## src/rtl/rv32i_types.sv

```systemverilog
// Shared type definitions for the memory arbiter.
//
// Contents:
//   arb_state_t  - arbiter FSM states (IDLE, BUSY_A, BUSY_B, DONE)
//   mem_req_t    - the downstream request fields, kept together as one struct
//   MEM_REQ_NONE - an all-zero request, used whenever the memory is left alone
//   port_a_req() - builds the downstream request for an instruction read
//   port_b_req() - builds the downstream request for a data read or write
package rv32i_types;

  typedef enum logic [1:0] {
    IDLE   = 2'd0,
    BUSY_A = 2'd1,
    BUSY_B = 2'd2,
    DONE   = 2'd3
  } arb_state_t;

  typedef struct packed {
    logic        read;
    logic        write;
    logic [3:0]  wmask;
    logic [31:0] address;
    logic [31:0] wdata;
  } mem_req_t;

  localparam mem_req_t MEM_REQ_NONE = '0;

  // The instruction port can only read, so the write fields stay zero.
  function automatic mem_req_t port_a_req(input logic [31:0] address);
    mem_req_t r;
    r         = MEM_REQ_NONE;
    r.read    = 1'b1;
    r.address = address;
    return r;
  endfunction

  // When the data port raises read and write together, the write is carried
  // out and the read is dropped. For a plain read the write fields are zero.
  function automatic mem_req_t port_b_req(input logic        rd,
                                          input logic        wr,
                                          input logic [3:0]  wmask,
                                          input logic [31:0] address,
                                          input logic [31:0] wdata);
    mem_req_t r;
    r         = MEM_REQ_NONE;
    r.read    = rd & ~wr;
    r.write   = wr;
    r.wmask   = wr ? wmask : 4'b0000;
    r.address = address;
    r.wdata   = wr ? wdata : 32'h0000_0000;
    return r;
  endfunction

endpackage

```

## src/rtl/mem_arbiter.sv

```systemverilog
// Two-port arbiter in front of a single-port memory.
//
// Port A (instruction fetch) may only read. Port B (data) may read or write.
// One access is in flight at a time. When both ports ask at once, the port
// that was not granted last in a tie wins. Each finished access is followed
// by a one-cycle DONE state, so a request that is still held after its
// response is never served a second time by mistake.
//
// Ports:
//   clk, rst                      clock, asynchronous active-high reset
//   read_a, address_a             port A request (held until resp_a)
//   resp_a, rdata_a               port A completion pulse and read data
//   read_b, write, wmask,
//   address_b, wdata              port B request (held until resp_b)
//   resp_b, rdata_b               port B completion pulse and read data
//   mem_read, mem_write,
//   mem_wmask, mem_address,
//   mem_wdata                     downstream request, held until mem_resp
//   mem_resp, mem_rdata           downstream completion and read data
//   proto_err                     sticky: port B asked to read and write at once
//
// Parameter:
//   DEFAULT_LAST  tie-break pointer after reset (1 = port B went last, so
//                 port A wins the first tie)
module mem_arbiter
  import rv32i_types::*;
#(
  parameter logic DEFAULT_LAST = 1'b1
) (
  input  logic        clk,
  input  logic        rst,

  input  logic        read_a,
  input  logic [31:0] address_a,
  output logic        resp_a,
  output logic [31:0] rdata_a,

  input  logic        read_b,
  input  logic        write,
  input  logic [3:0]  wmask,
  input  logic [31:0] address_b,
  input  logic [31:0] wdata,
  output logic        resp_b,
  output logic [31:0] rdata_b,

  output logic        mem_read,
  output logic        mem_write,
  output logic [3:0]  mem_wmask,
  output logic [31:0] mem_address,
  output logic [31:0] mem_wdata,
  input  logic        mem_resp,
  input  logic [31:0] mem_rdata,

  output logic        proto_err
);

  arb_state_t  state_q,     state_d;
  logic        last_q,      last_d;
  mem_req_t    mem_req_q,   mem_req_d;
  logic        resp_a_q,    resp_a_d;
  logic        resp_b_q,    resp_b_d;
  logic [31:0] rdata_a_q,   rdata_a_d;
  logic [31:0] rdata_b_q,   rdata_b_d;
  logic        proto_err_q, proto_err_d;

  logic want_a;
  logic want_b;
  logic grant_a;
  logic grant_b;

  // Grant decision. It only matters in IDLE. In a tie, last_q says who won
  // the previous tie (1 = port B), and the other port gets the grant. A port
  // that asks alone does not move the pointer.
  always_comb begin
    want_a  = read_a;
    want_b  = read_b | write;
    grant_a = 1'b0;
    grant_b = 1'b0;
    if (want_a && want_b) begin
      grant_a = last_q;
      grant_b = ~last_q;
    end else begin
      grant_a = want_a;
      grant_b = want_b;
    end
  end

  // Next-state logic for every register. The response pulses default to 0,
  // so each one lasts exactly the cycle after the downstream response.
  always_comb begin
    state_d     = state_q;
    last_d      = last_q;
    mem_req_d   = mem_req_q;
    resp_a_d    = 1'b0;
    resp_b_d    = 1'b0;
    rdata_a_d   = rdata_a_q;
    rdata_b_d   = rdata_b_q;
    proto_err_d = proto_err_q;

    unique case (state_q)
      IDLE: begin
        mem_req_d = MEM_REQ_NONE;
        if (grant_a) begin
          mem_req_d = port_a_req(address_a);
          state_d   = BUSY_A;
        end else if (grant_b) begin
          mem_req_d   = port_b_req(read_b, write, wmask, address_b, wdata);
          proto_err_d = proto_err_q | (read_b & write);
          state_d     = BUSY_B;
        end
        if (want_a && want_b) begin
          last_d = grant_b;
        end
      end

      // While busy, the requester inputs are ignored. The downstream request
      // stays fixed until the memory answers.
      BUSY_A: begin
        if (mem_resp) begin
          mem_req_d = MEM_REQ_NONE;
          rdata_a_d = mem_rdata;
          resp_a_d  = 1'b1;
          state_d   = DONE;
        end
      end

      BUSY_B: begin
        if (mem_resp) begin
          mem_req_d = MEM_REQ_NONE;
          rdata_b_d = mem_rdata;
          resp_b_d  = 1'b1;
          state_d   = DONE;
        end
      end

      // One idle cycle after a response. The requester sees its resp pulse
      // here and can drop its request before the arbiter looks again.
      DONE: begin
        mem_req_d = MEM_REQ_NONE;
        state_d   = IDLE;
      end

      default: begin
        mem_req_d = MEM_REQ_NONE;
        state_d   = IDLE;
      end
    endcase
  end

  // All state and every output live in this one register bank. Reset drops
  // any access in flight, so a late mem_resp arrives in IDLE and is ignored.
  always_ff @(posedge clk or posedge rst) begin
    if (rst) begin
      state_q     <= IDLE;
      last_q      <= DEFAULT_LAST;
      mem_req_q   <= MEM_REQ_NONE;
      resp_a_q    <= 1'b0;
      resp_b_q    <= 1'b0;
      rdata_a_q   <= 32'h0000_0000;
      rdata_b_q   <= 32'h0000_0000;
      proto_err_q <= 1'b0;
    end else begin
      state_q     <= state_d;
      last_q      <= last_d;
      mem_req_q   <= mem_req_d;
      resp_a_q    <= resp_a_d;
      resp_b_q    <= resp_b_d;
      rdata_a_q   <= rdata_a_d;
      rdata_b_q   <= rdata_b_d;
      proto_err_q <= proto_err_d;
    end
  end

  assign mem_read    = mem_req_q.read;
  assign mem_write   = mem_req_q.write;
  assign mem_wmask   = mem_req_q.wmask;
  assign mem_address = mem_req_q.address;
  assign mem_wdata   = mem_req_q.wdata;
  assign resp_a      = resp_a_q;
  assign resp_b      = resp_b_q;
  assign rdata_a     = rdata_a_q;
  assign rdata_b     = rdata_b_q;
  assign proto_err   = proto_err_q;

endmodule

```

## config.mk

```make
export PLATFORM = sky130hd
export DESIGN_NAME = mem_arbiter
export DESIGN_NICKNAME = d
export VERILOG_FILES = /design/src/rtl/rv32i_types.sv /design/src/rtl/mem_arbiter.sv
export SDC_FILE = /design/constraint.sdc
export NUM_CORES = 1
export LEC_CHECK = 0
export ABC_AREA = 0
export CORE_MARGIN = 2
export CORE_UTILIZATION = 41
export CTS_CLUSTER_SIZE = 30
export DETAILED_ROUTE_END_ITERATION = 10
export HOLD_SLACK_MARGIN = 0.05
export PLACE_DENSITY = 0.79
export SLEW_MARGIN = 20
export SYNTH_ARGS = -nofsm -noshare
export SYNTH_HDL_FRONTEND = slang
export SYNTH_SLANG_ARGS = --single-unit
```

## constraint.sdc

```tcl
create_clock -name clk -period 5.7 [get_ports clk]
set_input_delay 0.57 -clock clk [delete_from_list [all_inputs] [get_ports clk]]
set_output_delay 0.57 -clock clk [all_outputs]
set_load 0.02 [all_outputs]
```

### Word-level counts from Yosys, hierarchy flattened

Index checks and enable logic that the tools add are counted.
W data, S select, Z words.

* bits in registers: 140
* bits in latches: 0
* bits in writable memories: 0
* bits in read-only memories: 0
* bits of input ports: 138
* output and inout bits: 137
* memories kept: 0

* add/subtract/negate cells: 0
* multiply operators: 0
* div/mod/pow operators: 0
* magnitude comparators: 0
* eq/ne operators: 5
* shift operators: 0
* muxes and demuxes: 15
* bitwise gates (word level): 7
* reduce and logical (&&, ||, !) cells: 8

Operators with widths (count)
* $mux W70: 3
* $pmux W70 S3: 1
* $mux W32: 1
* $reduce_and A2 Y1: 4
* $mux W2: 3
* $pmux W2 S3: 1
* $mux W1: 5
* $eq A2 B2 Y1 const B: 2
* $mux W4: 1
* $ne A3 B3 Y1 const B: 1
* $not A1 Y1: 3
* $reduce_and A3 Y1: 1
* $and A1 B1 Y1: 2
* $eq A2 B1 Y1 const B: 1
* $logic_not A2 Y1: 1
* $ne A2 B1 Y1 const B: 1
* $or A1 B1 Y1: 2
* $reduce_or A2 Y1: 1
* $logic_and A1 B1 Y1: 1

### Depth between registers and ports, before layout

* depth after elaboration: 6
* gate-level depth with buffers: 8
* depth with buffers taken out: 5

### Worst setup path after synthesis

No wires, ideal clock.

* path kind: flip-flop to flip-flop
* start point: register state_q[0]
* end point: register mem_req_q, in the netlist mem_wdata[0]
* library setup time: 121 ps
* data arrival time: 1491 ps
* slack: 4088 ps
* cell stages (with the launch flop): 7
* path buffers: 2
* cells stage by stage: dfrtp_1 > inv_1 > ha_1 > and2b_1 > buf_4 > clkbuf_1 > a22o_1

* longest elaborated chain between the ends: 3
* elaborated cells between the ends (all ways): 7
* those cells by class: eq/ne: 4; mux: 1; reduce/logical: 2

RTL lines
* start, declared: line mem_arbiter.sv:57 `arb_state_t state_q, state_d;`
* start signal, assigned: line mem_arbiter.sv:163 `state_q <= state_d;`
* $eq A2 B2 Y1 / $eq A2 B1 Y1 (equally long branches): line mem_arbiter.sv:100 `unique case (state_q)`
* $reduce_or A2 Y1 (no line)
* $pmux W70 S3 / $ne A2 B1 Y1 (equally long branches)
* end signal, assigned: line mem_arbiter.sv:165 `mem_req_q <= mem_req_d;`
* end, declared: line mem_arbiter.sv:59 `mem_req_t mem_req_q, mem_req_d;`

Parallel ways exist; a longest one is shown, timed or not.
A chain may end at the register's enable or synchronous reset.

### Final worst setup path

* start point: register state_q[0]
* end point: register mem_req_q, in the netlist mem_wdata[26]

Same word-level chain as after synthesis.

==> run_results.csv <==
group,metric,value,unit
clocking,cts_buffer_depth,2,
synthesis,yosysSeqAreaShare,62.1,%
timing,period_needed,2.43,ns
pwr,irDropWorstVdd,0.213,mV
clocking,clockRootBuffer,"clkbuf_16",
synthesis,ys_warn_count,0,
placed_design,dp_cells,859,
die,coreArea,13300,um2
clocking,ctsHtreeMaxLevel,4,
timing,rsz0062_at_grt,"no",
critical_path,path_max_fanout,65,
synthesis,synth-seq-cells,140,
global_routing,grt_max_degree,89,
critical_path,ff2ff_path_depth,6,
timing,fmax,411,MHz
routing,vias,4577,
timing,slew_viol_final,0,
layout,drive_above_1_share,15.8,%
die,num_rows,42,
timing,holdWs,0.473,ns
global_routing,grt_first_pass_wirelength,24400,um
layout,final_cells,891,
critical_path,cp-end-kind,"register",
critical_path,cp_slowest_stage_delay,0.49,ns
synthesis,avgSynthCellArea,12.9,um2
hold_path,min_path_cells,1,
die,start_util,42.2,%
synthesis,synthCells,436,
clocking,cts_tree,"yes",
global_routing,grt_pass1_vias,4602,
die,die_h,121,um
routing,viasPerCell,5.14,
layout,n_antenna_cell,0,
timing,finalHoldViolCount,0,
synthesis,netlist_area,5640,um2
synthesis,ys_types,31,
layout,utilization,68.0,%
global_routing,overflow,0,
status,status,"finished clean",
timing,setup_viol,0,
routing,ant_nets,0,
global_routing,grt.total_usage,21.8,%
run,drv_cap,0,
clocking,cts_sinks,140,
global_routing,antenna_found_initial,0,
critical_path,crit_chain,"inv_1, ha_1, nand2b_4, and3_1, buf_4, a22o_1",
routing,wl_per_cell,18.1,um
placed_design,postPlaceCellArea,8450,um2
clocking,path_clk_slew,0.06,ns
pwr,power_leakage,3.86,nW
clocking,holdBufCountCts,0,
layout,nNetsFinal,844,
critical_path,arrival,2.77,ns
critical_path,worst_ep_required_time,6.04,ns
critical_path,startpoint_type,"register",
critical_path,crit_slowest_cell,"nand2b_4",
pwr,powerDensity,561,nW/um2
routing,dr.pass1.iters,6,
timing,skew,0.00560,ns
die,die_x,121,um
routing,wl,16100,um
die,dieArea,14700,um2
timing,maxSlewHeadroom,48.5,%
routing,drcViolationCount,0,
hold_path,hold_class,"register to register",
placed_design,gp_congestion,0.744,
die,io_pins,275,
placed_design,io_buffers,274,
routing,drt_first_iter_violations,261,
timing,period_share,42.7,%
clocking,cts_setup_buffers,0,
placed_design,hpwl,11800,um
clocking,insertion_delay,0.41,ns
layout,design_area,9070,um2
timing,tns,0,ns
layout,area_growth_syn_to_layout,60.9,%
timing,tightest_slew,0.773,ns
synthesis,synth_fp_nets,578,
clocking,cts.repair.resized,0,
critical_path,crit_type,"register to register",
clocking,cts_buffers,17,
power breakdown:
part           switching (mW)  leakage [nW]  internal (mW)
clock network           0.418         0.296          0.713
registers               0.216          1.76           1.40
logic                    1.21          1.81           1.14
state kept, by name, indices dropped and copies added, names as in the netlist:
signal and flops:
state_q 2, mem_read 1, proto_err 1, resp_a 1
mem_wdata 32, mem_write 1, rdata_b 32, rdata_a 32
last_q 1, mem_wmask 4, mem_address 32, resp_b 1
Yosys cell counts:
cell type | instances | area share [%]
and2b_1 | 1 | 0.13
and3_1 | 1 | 0.11
a31oi_1 | 33 | 3.7
dfstp_2 | 1 | 0.47
inv_1 | 6 | 0.40
a21o_1 | 1 | 0.13
nand2b_1 | 1 | 0.11
mux2i_1 | 1 | 0.18
a22o_1 | 37 | 5.7
o211ai_1 | 1 | 0.13
ha_1 | 4 | 0.89
nor3_1 | 1 | 0.089
nand3_1 | 64 | 5.7
a21boi_2 | 1 | 0.20
o21bai_2 | 1 | 0.20
buf_2 | 17 | 1.5
buf_12 | 3 | 1.1
and2_1 | 1 | 0.11
clkbuf_1 | 9 | 0.60
buf_6 | 1 | 0.20
xnor2_1 | 1 | 0.16
dfrtp_1 | 139 | 62
nor2b_1 | 1 | 0.11
nor2_1 | 34 | 2.3
a2bb2oi_2 | 1 | 0.27
buf_1 | 3 | 0.20
a31o_2 | 1 | 0.16
a21oi_1 | 2 | 0.18
mux2_2 | 65 | 13
nand2_1 | 2 | 0.13
buf_4 | 2 | 0.27
kinds of logic after synthesis:
kind of cell    Yosys count  share of synthesized area [%]
flops                   140                           62.1
mux                      66                           13.2
compound gates           78                           10.7
fa+ha+maj                 4                          0.888
buf+inv                  41                           4.24
simple gates            106                           8.74
xor+xnor                  1                          0.155
layout make-up:
| type | count | area [um2] |
|---|---|---|
| clock buffer | 19 | 453 |
| multi-input combinational | 255 | 1900 |
| sequential | 140 | 3500 |
| inverter | 6 | 27.5 |
| fill | 1005 | 4270 |
| clock inverter | 13 | 163 |
| tap | 176 | 220 |
| timing repair buffer | 282 | 2800 |
layout by cell type, fill, tap and decap left out, drive strengths merged, types with 2 or more instances in the layout:
| cell type | n |
|---|---|
| a22o | 37 |
| nand2 | 2 |
| mux2 | 65 |
| clkdlybuf4s50 | 274 |
| a31oi | 33 |
| ha | 4 |
| buf | 8 |
| bufinv | 3 |
| a21oi | 2 |
| nand3 | 64 |
| clkinvlp | 3 |
| clkinv | 5 |
| inv | 8 |
| nor2 | 34 |
| clkbuf | 19 |
| dfrtp | 139 |
worst max-delay path: cells and delay by family, from the launching register on:
kind | cells | cell delay (ns)
DFF | 1 | 0.38
and+or+nand+nor | 2 | 0.97
adders and majority gates | 1 | 0.32
buffers and inverters | 2 | 0.50
AOI/OAI and AO/OA | 1 | 0.19
path summary, 6_finish.rpt:
| check | start | endpoint | slack, ns |
|---|---|---|---|
| hold / removal | proto_err$_DFFE_PP0P_ | proto_err$_DFFE_PP0P_ | 0.47 |
| hold reg to reg | proto_err$_DFFE_PP0P_ | proto_err$_DFFE_PP0P_ | 0.47 |
| min in group asynchronous | rst | rdata_b[23]$_DFFE_PP0P_ | 0.70 |
| setup reg to reg | state_q[0]$_DFFE_PP0P_ | mem_wdata[26]$_DFFE_PP0P_ | 3.27 |
| max in group asynchronous | rst | rdata_a[29]$_DFFE_PP0P_ | 3.82 |
| setup / recovery | state_q[0]$_DFFE_PP0P_ | mem_wdata[26]$_DFFE_PP0P_ | 3.27 |
per-layer routing:
metal / part of all wire (%) / track usage (%) / vias to the layer above
li1: - / - / 2116
met1: 39 / 25.7 / 2206
met2: 50 / 37.0 / 229
met3: 8.8 / 7.05 / 26
met4: 2.0 / 8.33 / 0
met5: 0 / 0 / -
per-stage QoR:
stage | total power, mW | setup WS, ns
4_1_cts | 5.14 | 2.94
2_1_floorplan | 2.90 | 1.38
5_1_grt | 5.36 | 3.08
3_5_place_dp | 3.99 | 2.60
6_report | 5.09 | 3.27
3_3_place_gp | 3.91 | 2.67
(Power assumes the default switching activity.)
